==> config.mk <==
export PLATFORM = sky130hd
export DESIGN_NAME = timer_csr
export DESIGN_NICKNAME = d
export VERILOG_FILES = /design/src/rtl/timer_csr.sv
export SDC_FILE = /design/constraint.sdc
export NUM_CORES = 1
export LEC_CHECK = 0
export ABC_AREA = 1
export BUFFER_PORTS_ARGS = -buffer_cell sky130_fd_sc_hd__buf_4
export CAP_MARGIN = 20
export CORE_ASPECT_RATIO = 1.75
export CORE_UTILIZATION = 40
export DETAILED_ROUTE_END_ITERATION = 12
export SETUP_SLACK_MARGIN = 0.1
export SYNTH_ARGS = -nofsm -noshare
export SYNTH_HDL_FRONTEND = slang
export SYNTH_SLANG_ARGS = --single-unit
==> constraint.sdc <==
create_clock -name clk_i -period 5.7 [get_ports clk_i]
set_input_delay 1.14 -clock clk_i [delete_from_list [all_inputs] [get_ports clk_i]]
set_output_delay 1.14 -clock clk_i [all_outputs]
set_load 0.02 [all_outputs]
==> src/rtl/timer_csr.sv <==
// Bus-programmable prescaled timer with compare match, sticky STATUS.match and level IRQ.
// Reads return one cycle after req_i; no backpressure. Option TIMER_AUTORELOAD_EN enables CTRL.reload.
module timer_csr #(
   parameter int ADDR_WIDTH   = 32,
   parameter int DATA_WIDTH   = 32,
   parameter int PRESCALE_RST = 10000
) (
   input  logic                  clk_i,
   input  logic                  rst_i,
   input  logic                  req_i,
   input  logic                  we_i,
   input  logic [ADDR_WIDTH-1:0] addr_i,
   input  logic [DATA_WIDTH-1:0] wdata_i,
   output logic [DATA_WIDTH-1:0] rdata_o,
   output logic                  rvalid_o,
   output logic                  irq_o,
   output logic [DATA_WIDTH-1:0] count_o
);

   localparam logic [DATA_WIDTH-1:0] ONE           = DATA_WIDTH'(1);
   localparam logic [DATA_WIDTH-1:0] PRESCALE_INIT = DATA_WIDTH'(PRESCALE_RST);

   localparam logic [2:0] OFF_CTRL     = 3'd0;
   localparam logic [2:0] OFF_PRESCALE = 3'd1;
   localparam logic [2:0] OFF_COUNT    = 3'd2;
   localparam logic [2:0] OFF_COMPARE  = 3'd3;
   localparam logic [2:0] OFF_STATUS   = 3'd4;

   logic                  en_q, en_d;
   logic                  irq_en_q, irq_en_d;
`ifdef TIMER_AUTORELOAD_EN
   logic                  reload_q, reload_d;
`endif
   logic [DATA_WIDTH-1:0] prescale_q, prescale_d;
   logic [DATA_WIDTH-1:0] count_q, count_d;
   logic [DATA_WIDTH-1:0] compare_q, compare_d;
   logic                  match_q, match_d;
   logic [DATA_WIDTH-1:0] pre_cnt_q, pre_cnt_d;
   logic [DATA_WIDTH-1:0] rdata_q, rdata_d;
   logic                  rvalid_q, rvalid_d;

   logic [2:0]            off;
   logic                  wr, rd;
   logic                  wr_ctrl, wr_presc, wr_count, wr_cmp, wr_status, clr_wr;
   logic [DATA_WIDTH-1:0] presc_eff, cnt_inc, ctrl_rd;
   logic                  tick, match_hit;
   logic                  unused_addr;

   assign off         = addr_i[4:2];
   assign unused_addr = ^{addr_i[ADDR_WIDTH-1:5], addr_i[1:0]};
   assign wr          = req_i & we_i;
   assign rd          = req_i & ~we_i;
   assign wr_ctrl     = wr && (off == OFF_CTRL);
   assign wr_presc    = wr && (off == OFF_PRESCALE);
   assign wr_count    = wr && (off == OFF_COUNT);
   assign wr_cmp      = wr && (off == OFF_COMPARE);
   assign wr_status   = wr && (off == OFF_STATUS);
   assign clr_wr      = wr_ctrl && wdata_i[2];

   // A zero prescaler behaves as divide-by-one.
   assign presc_eff = (prescale_q == '0) ? ONE : prescale_q;
   assign tick      = en_q && (pre_cnt_q == presc_eff - ONE);
   assign cnt_inc   = count_q + ONE;
   assign match_hit = tick && (cnt_inc == compare_q);

   always_comb begin
      ctrl_rd    = '0;
      ctrl_rd[0] = en_q;
      ctrl_rd[1] = irq_en_q;
`ifdef TIMER_AUTORELOAD_EN
      ctrl_rd[3] = reload_q;
`endif
   end

   always_comb begin
      en_d       = en_q;
      irq_en_d   = irq_en_q;
`ifdef TIMER_AUTORELOAD_EN
      reload_d   = reload_q;
`endif
      prescale_d = prescale_q;
      compare_d  = compare_q;
      pre_cnt_d  = pre_cnt_q;
      count_d    = count_q;
      match_d    = match_q;
      rdata_d    = rdata_q;
      rvalid_d   = rd;

      if (wr_ctrl) begin
         en_d     = wdata_i[0];
         irq_en_d = wdata_i[1];
`ifdef TIMER_AUTORELOAD_EN
         reload_d = wdata_i[3];
`endif
      end
      if (wr_presc) prescale_d = wdata_i;
      if (wr_cmp)   compare_d  = wdata_i;

      if (clr_wr || wr_presc)  pre_cnt_d = '0;
      else if (tick)           pre_cnt_d = '0;
      else if (en_q)           pre_cnt_d = pre_cnt_q + ONE;

      if (clr_wr)        count_d = '0;
      else if (wr_count) count_d = wdata_i;
      else if (tick) begin
`ifdef TIMER_AUTORELOAD_EN
         count_d = (reload_q && match_hit) ? '0 : cnt_inc;
`else
         count_d = cnt_inc;
`endif
      end

      // Set takes precedence over the W1C; clr and COUNT writes suppress the match check.
      if (wr_status && wdata_i[0])               match_d = 1'b0;
      if (match_hit && !clr_wr && !wr_count)     match_d = 1'b1;

      if (rd) begin
         case (off)
            OFF_CTRL:     rdata_d = ctrl_rd;
            OFF_PRESCALE: rdata_d = prescale_q;
            OFF_COUNT:    rdata_d = count_q;
            OFF_COMPARE:  rdata_d = compare_q;
            OFF_STATUS:   rdata_d = {{(DATA_WIDTH-1){1'b0}}, match_q};
            default:      rdata_d = '0;
         endcase
      end
   end

   always_ff @(posedge clk_i) begin
      if (rst_i) begin
         en_q       <= 1'b0;
         irq_en_q   <= 1'b0;
`ifdef TIMER_AUTORELOAD_EN
         reload_q   <= 1'b0;
`endif
         prescale_q <= PRESCALE_INIT;
         count_q    <= '0;
         compare_q  <= '1;
         match_q    <= 1'b0;
         pre_cnt_q  <= '0;
         rdata_q    <= '0;
         rvalid_q   <= 1'b0;
      end else begin
         en_q       <= en_d;
         irq_en_q   <= irq_en_d;
`ifdef TIMER_AUTORELOAD_EN
         reload_q   <= reload_d;
`endif
         prescale_q <= prescale_d;
         count_q    <= count_d;
         compare_q  <= compare_d;
         match_q    <= match_d;
         pre_cnt_q  <= pre_cnt_d;
         rdata_q    <= rdata_d;
         rvalid_q   <= rvalid_d;
      end
   end

   assign rdata_o  = rdata_q;
   assign rvalid_o = rvalid_q;
   assign irq_o    = match_q & irq_en_q;
   assign count_o  = count_q;

endmodule
* Yosys cells after proc, flatten, opt, wreduce, memory -nomap -nowiden
Cells that the tools add are included. W data, S select, Z words.
Cells by class: bitwise gates (word level) 4, eq/ne operators 6, reductions and logical operators 20, multiplexer cells 6, add/sub/neg operators 3
Operators by type and width (count):
- $pmux W32 S5 | 1
- $mux W32 | 3
- $add A32 B1 Y32 const B | 2
- $eq A32 B32 Y1 | 2
- $logic_not A32 Y1 | 1
- $sub A32 B1 Y32 const B | 1
- $logic_and A1 B1 Y1 | 11
- $eq A3 B2 Y1 const B | 2
- $reduce_bool A2 Y1 | 2
- $and A1 B1 Y1 | 3
- $eq A3 B1 Y1 const B | 1
- $eq A3 B3 Y1 const B | 1
- $logic_not A3 Y1 | 1
- $reduce_or A3 Y1 | 1
- $logic_not A1 Y1 | 2
- $mux W1 | 2
- $reduce_or A2 Y1 | 1
- $logic_or A1 B1 Y1 | 1
- $not A1 Y1 | 1
Storage, ports and cells: output and inout port bits 66, logic and storage cells 48, bits of input ports 68, register bits after elaboration 164

* Depth between registers and ports, before layout
word-level depth 9, depth in mapped cells 25, mapped depth without buffers 24

* Least setup slack after synthesis
OpenSTA, ideal clock, no wires.
kind register to register, start point register prescale_q[14], end point register pre_cnt_q[20], required time 5.574 ns, library setup time 0.126 ns, path slack 2.851 ns, period minus slack after synthesis 2.849 ns, data arrival time 2.723 ns, path buffers 2, stages on the path, launching flop included 24, cell sequence dfxtp_1 -> nor2_1 -> nand2_2 -> nor2_4 -> nand2_2 -> nor2_8 -> nor2_4 -> ha_1 -> nand2_2 -> nor2_2 -> buf_4 -> nand2_1 -> inv_1 -> nand3_1 -> nand2_1 -> nand2_1 -> nand2_1 -> nor2_2 -> nand4_1 -> nor3_2 -> nand2_2 -> nand3_2 -> buf_2 -> nor3_1
On the way: longest elaborated chain between the ends 6
Ends and longest elaborated chain:
- from (decl) | RTL line 34 | logic [DATA_WIDTH-1:0] prescale_q, prescale_d;
- from (signal assigned) | RTL line 149 | prescale_q <= prescale_d;
- $logic_not A32 Y1 | RTL line 61 | assign presc_eff = (prescale_q == '0) ? ONE : prescale_q;
- $mux W32 * | RTL line 61
- $sub A32 B1 Y32 * | RTL line 62 | assign tick = en_q && (pre_cnt_q == presc_eff - ONE);
- $eq A32 B32 Y1 * | RTL line 62
- $logic_and A1 B1 Y1 * | RTL line 62
- $reduce_or A3 Y1 (no source line) *
- to (signal assigned) | RTL line 153 | pre_cnt_q <= pre_cnt_d;
- to (decl) | RTL line 38 | logic [DATA_WIDTH-1:0] pre_cnt_q, pre_cnt_d;
Every way passes the cells marked *; elsewhere a longest branch is shown, timed or not. A chain may end at the register's enable or synchronous reset.

* Worst setup path in the final report
start point register prescale_q[31], end point register pre_cnt_q[27]
The elaborated chain is that of the path after synthesis.

==> metrics <==
CTS Buf Count=17; r2r endpoint=pre_cnt_q[27]; initial antenna violation count=0; FF-to-FF path depth=21; vias in the first global route=10100; final setup fails=0; post-CTS setup buffer count=0; Ports=134; Area Overhead vs Synth=17.3%; Slew @ Worst Pin=1.05 ns; Worst Setup End Kind=register; Post-Route WL=36300 um; CORE AREA=24500 um2; FF+latch count, synth=164; FMAX=223 MHz; DRT antenna net count=0; critical path launch point type=register; post-CTS sizing=0; share of the synthesized area in the top cell type=33.0%; first-pass GRT wire length=55900 um; synthesized area=9950 um2; max-cap violation count=0; crit share post-route=78.7%; layout cells sized above 1=11.0%; row cnt=76; dpl hpwl=28300 um; Hold WC Path Type=register to register; critical path class=register to register; largest net degree at the start of global routing=65; worst path required time=6.03 ns; GRT Util Overall=29.4%; Placed Cells=1959; Rel. slew slack=29.8%; reg2reg start=prescale_q[31]; DR iter-0 viols=782; die width=121 um; synth top area cells=dfxtp_1, nand2_1, nor2_1, inv_1, a21oi_1; status=finished clean; total clock sinks=164; cells after synthesis=1591; clk slew on worst S/H paths=0.07 ns; crit-path cells=nor2_1, nand2_1, nor2_1, nand2_1, nor2_8, nor2_4, ha_1, nand2_2, nor2_2, nand2_2, o21ai_1, nand2_1, nand2_1, nand4_1, inv_1, nand2_1, nor3_2, nand2_2, nand3_2, buf_4, nor2_1; clock tree buffer depth=2; syn_area_per_cell=6.25 um2; DR WL/cell=18.3 um; Non-Filler Instances=1989; diode count=0; Crit path arrival time=4.81 ns; min Tclk post-route=4.48 ns; RSZ-0062 raised after global routing=no; sequential cell area fraction in the yosys report=33.0%; endpoints failing hold=0; synthesized net count=1662; CP bufs+invs=2; CTS tree=done; max-slew violation count=0; hold path startpoint=rdata_o[12]; distinct cell type count after synthesis=38; # hold bufs at CTS=0; peak supply drop=0.191 mV; Initial Util=40.5%; Max FO, Critical Path=32; DR vias=10600; Final TNS setup=0 ns; RePlAce Congestion=0.963; Pleak=4.84 nW; nets=1737; hold path depth=2; die area=25500 um2; CP delay by family, top=simple AND/OR/NAND/NOR gates; worst-skew pair later-pin latency=0.46 ns; # port buffers=104; chip height=211 um; commonest non-fill, non-tap cell in the layout=nand2_1; clk_skew=0.00752 ns; power density cells=236 nW/um2; Avg Vias per Cell=5.35; CTS H-Tree Depth=4; DR pass1 iterations=6; FF-to-FF setup slack=1.22 ns; stages on the worst setup path=21; largest stage delay on the critical path=0.49 ns; Root Buffer=clkbuf_16; CP max-delay cell=nor2_2; DRC viols=0; Yosys warnings=0; Hold Path End=rdata_o[12]; Crit path top cell by count=nand2_1; commonest cells after routing, fill and taps aside=nand2_1, nor2_1, inv_1, dfxtp_1, buf_4; cell taking the most area after synthesis=dfxtp_1; total global routing overflow=0
## per-stage QoR
stage	power [mW]	hold WS, ns	utilization (%)	instance area (um2)	setup slack (ns)
6_report	2.75	0.464	47.6	11700	1.22
5_1_grt	2.84	0.483	47.6	11700	0.930
4_1_cts	2.77	0.467	47.6	11700	1.22
3_5_place_dp	1.43	0.456	44.8	11000	1.21
3_3_place_gp	1.43	0.453	44.7	11000	1.31
2_1_floorplan	1.33	0.439	-	9950	2.85
## layer usage
layer  share of wire (%)  global-route usage (%)  wire length [um]  vias to the layer above
li1                    -                       -                 -                     5304
met1                  38                    32.3             13900                     4890
met2                  51                    51.7             18500                      335
met3                 4.3                    4.48              1560                      106
met4                 6.6                    19.5              2410                        0
met5                   0                       0                 0                        -
## state kept, by name (all words and copies together), names as in the netlist
signal and count:
irq_en_q 1, count_o 32, prescale_q 32, compare_q 32, rdata_o 32, en_q 1
match_q 1, pre_cnt_q 32, rvalid_o 1
## where the power goes
group | switching, mW | leakage, nW | total, mW | internal (mW)
combinational | 0.159 | 3.19 | 0.233 | 0.0740
sequential | 0.0143 | 1.33 | 1.18 | 1.16
clock | 0.495 | 0.321 | 1.34 | 0.850
total | 0.668 | 4.84 | 2.75 | 2.09
## synth_stat cells, drive strengths merged
cell type	number
nand2	448
nor2	216
inv	175
dfxtp	164
a21oi	108
nand3	105
o21ai	103
xor2	51
clkbuf	46
o211ai	32
nand4	26
nor3	24
o22ai	20
xnor2	16
buf	15
o221ai	12
nor4	9
or2	7
nand3b	4
clkinv	3
ha	3
o31ai	2
a21o	1
nor3b	1
## final cells by class
class                           count  area (um2)
Clock buffer                       21         470
Clock inverter                      9         200
Fill cell                        2660       12900
Inverter                          178         668
Multi-Input combinational cell   1188        5760
Sequential cell                   164        3280
Tap cell                          312         390
Timing Repair Buffer              117         898
## worst reg2reg max path, delay by kind of cell, from the launching register on
kind,cells,cell delay [ns]
AOI/OAI and AO/OA,1,0.24
adders and majority gates,1,0.23
buffers and inverters,2,0.45
DFF,1,0.47
and+or+nand+nor,17,2.95
## kinds of logic (layout without fill, tap and decap cells)
| family | after synthesis | in the layout | share of synthesized area, % |
|---|---|---|---|
| compound gates | 278 | 278 | 15.6 |
| buf+inv | 239 | 325 | 9.31 |
| xor+xnor | 67 | 67 | 5.90 |
| flops | 164 | 164 | 33.0 |
| simple gates | 840 | 840 | 35.8 |
| fa+ha+maj | 3 | 3 | 0.377 |
## how the worst max path moves through the flow
stage,from,to,slack (ns)
3_3_place_gp,prescale_q[31],pre_cnt_q[20],1.31
2_1_floorplan,prescale_q[14],pre_cnt_q[20],2.85
3_5_place_dp,prescale_q[31],pre_cnt_q[27],1.21
5_1_grt,prescale_q[6],pre_cnt_q[27],0.93
6_report,prescale_q[31],pre_cnt_q[27],1.22
4_1_cts,prescale_q[31],pre_cnt_q[27],1.22
(Power assumes the default switching activity.)
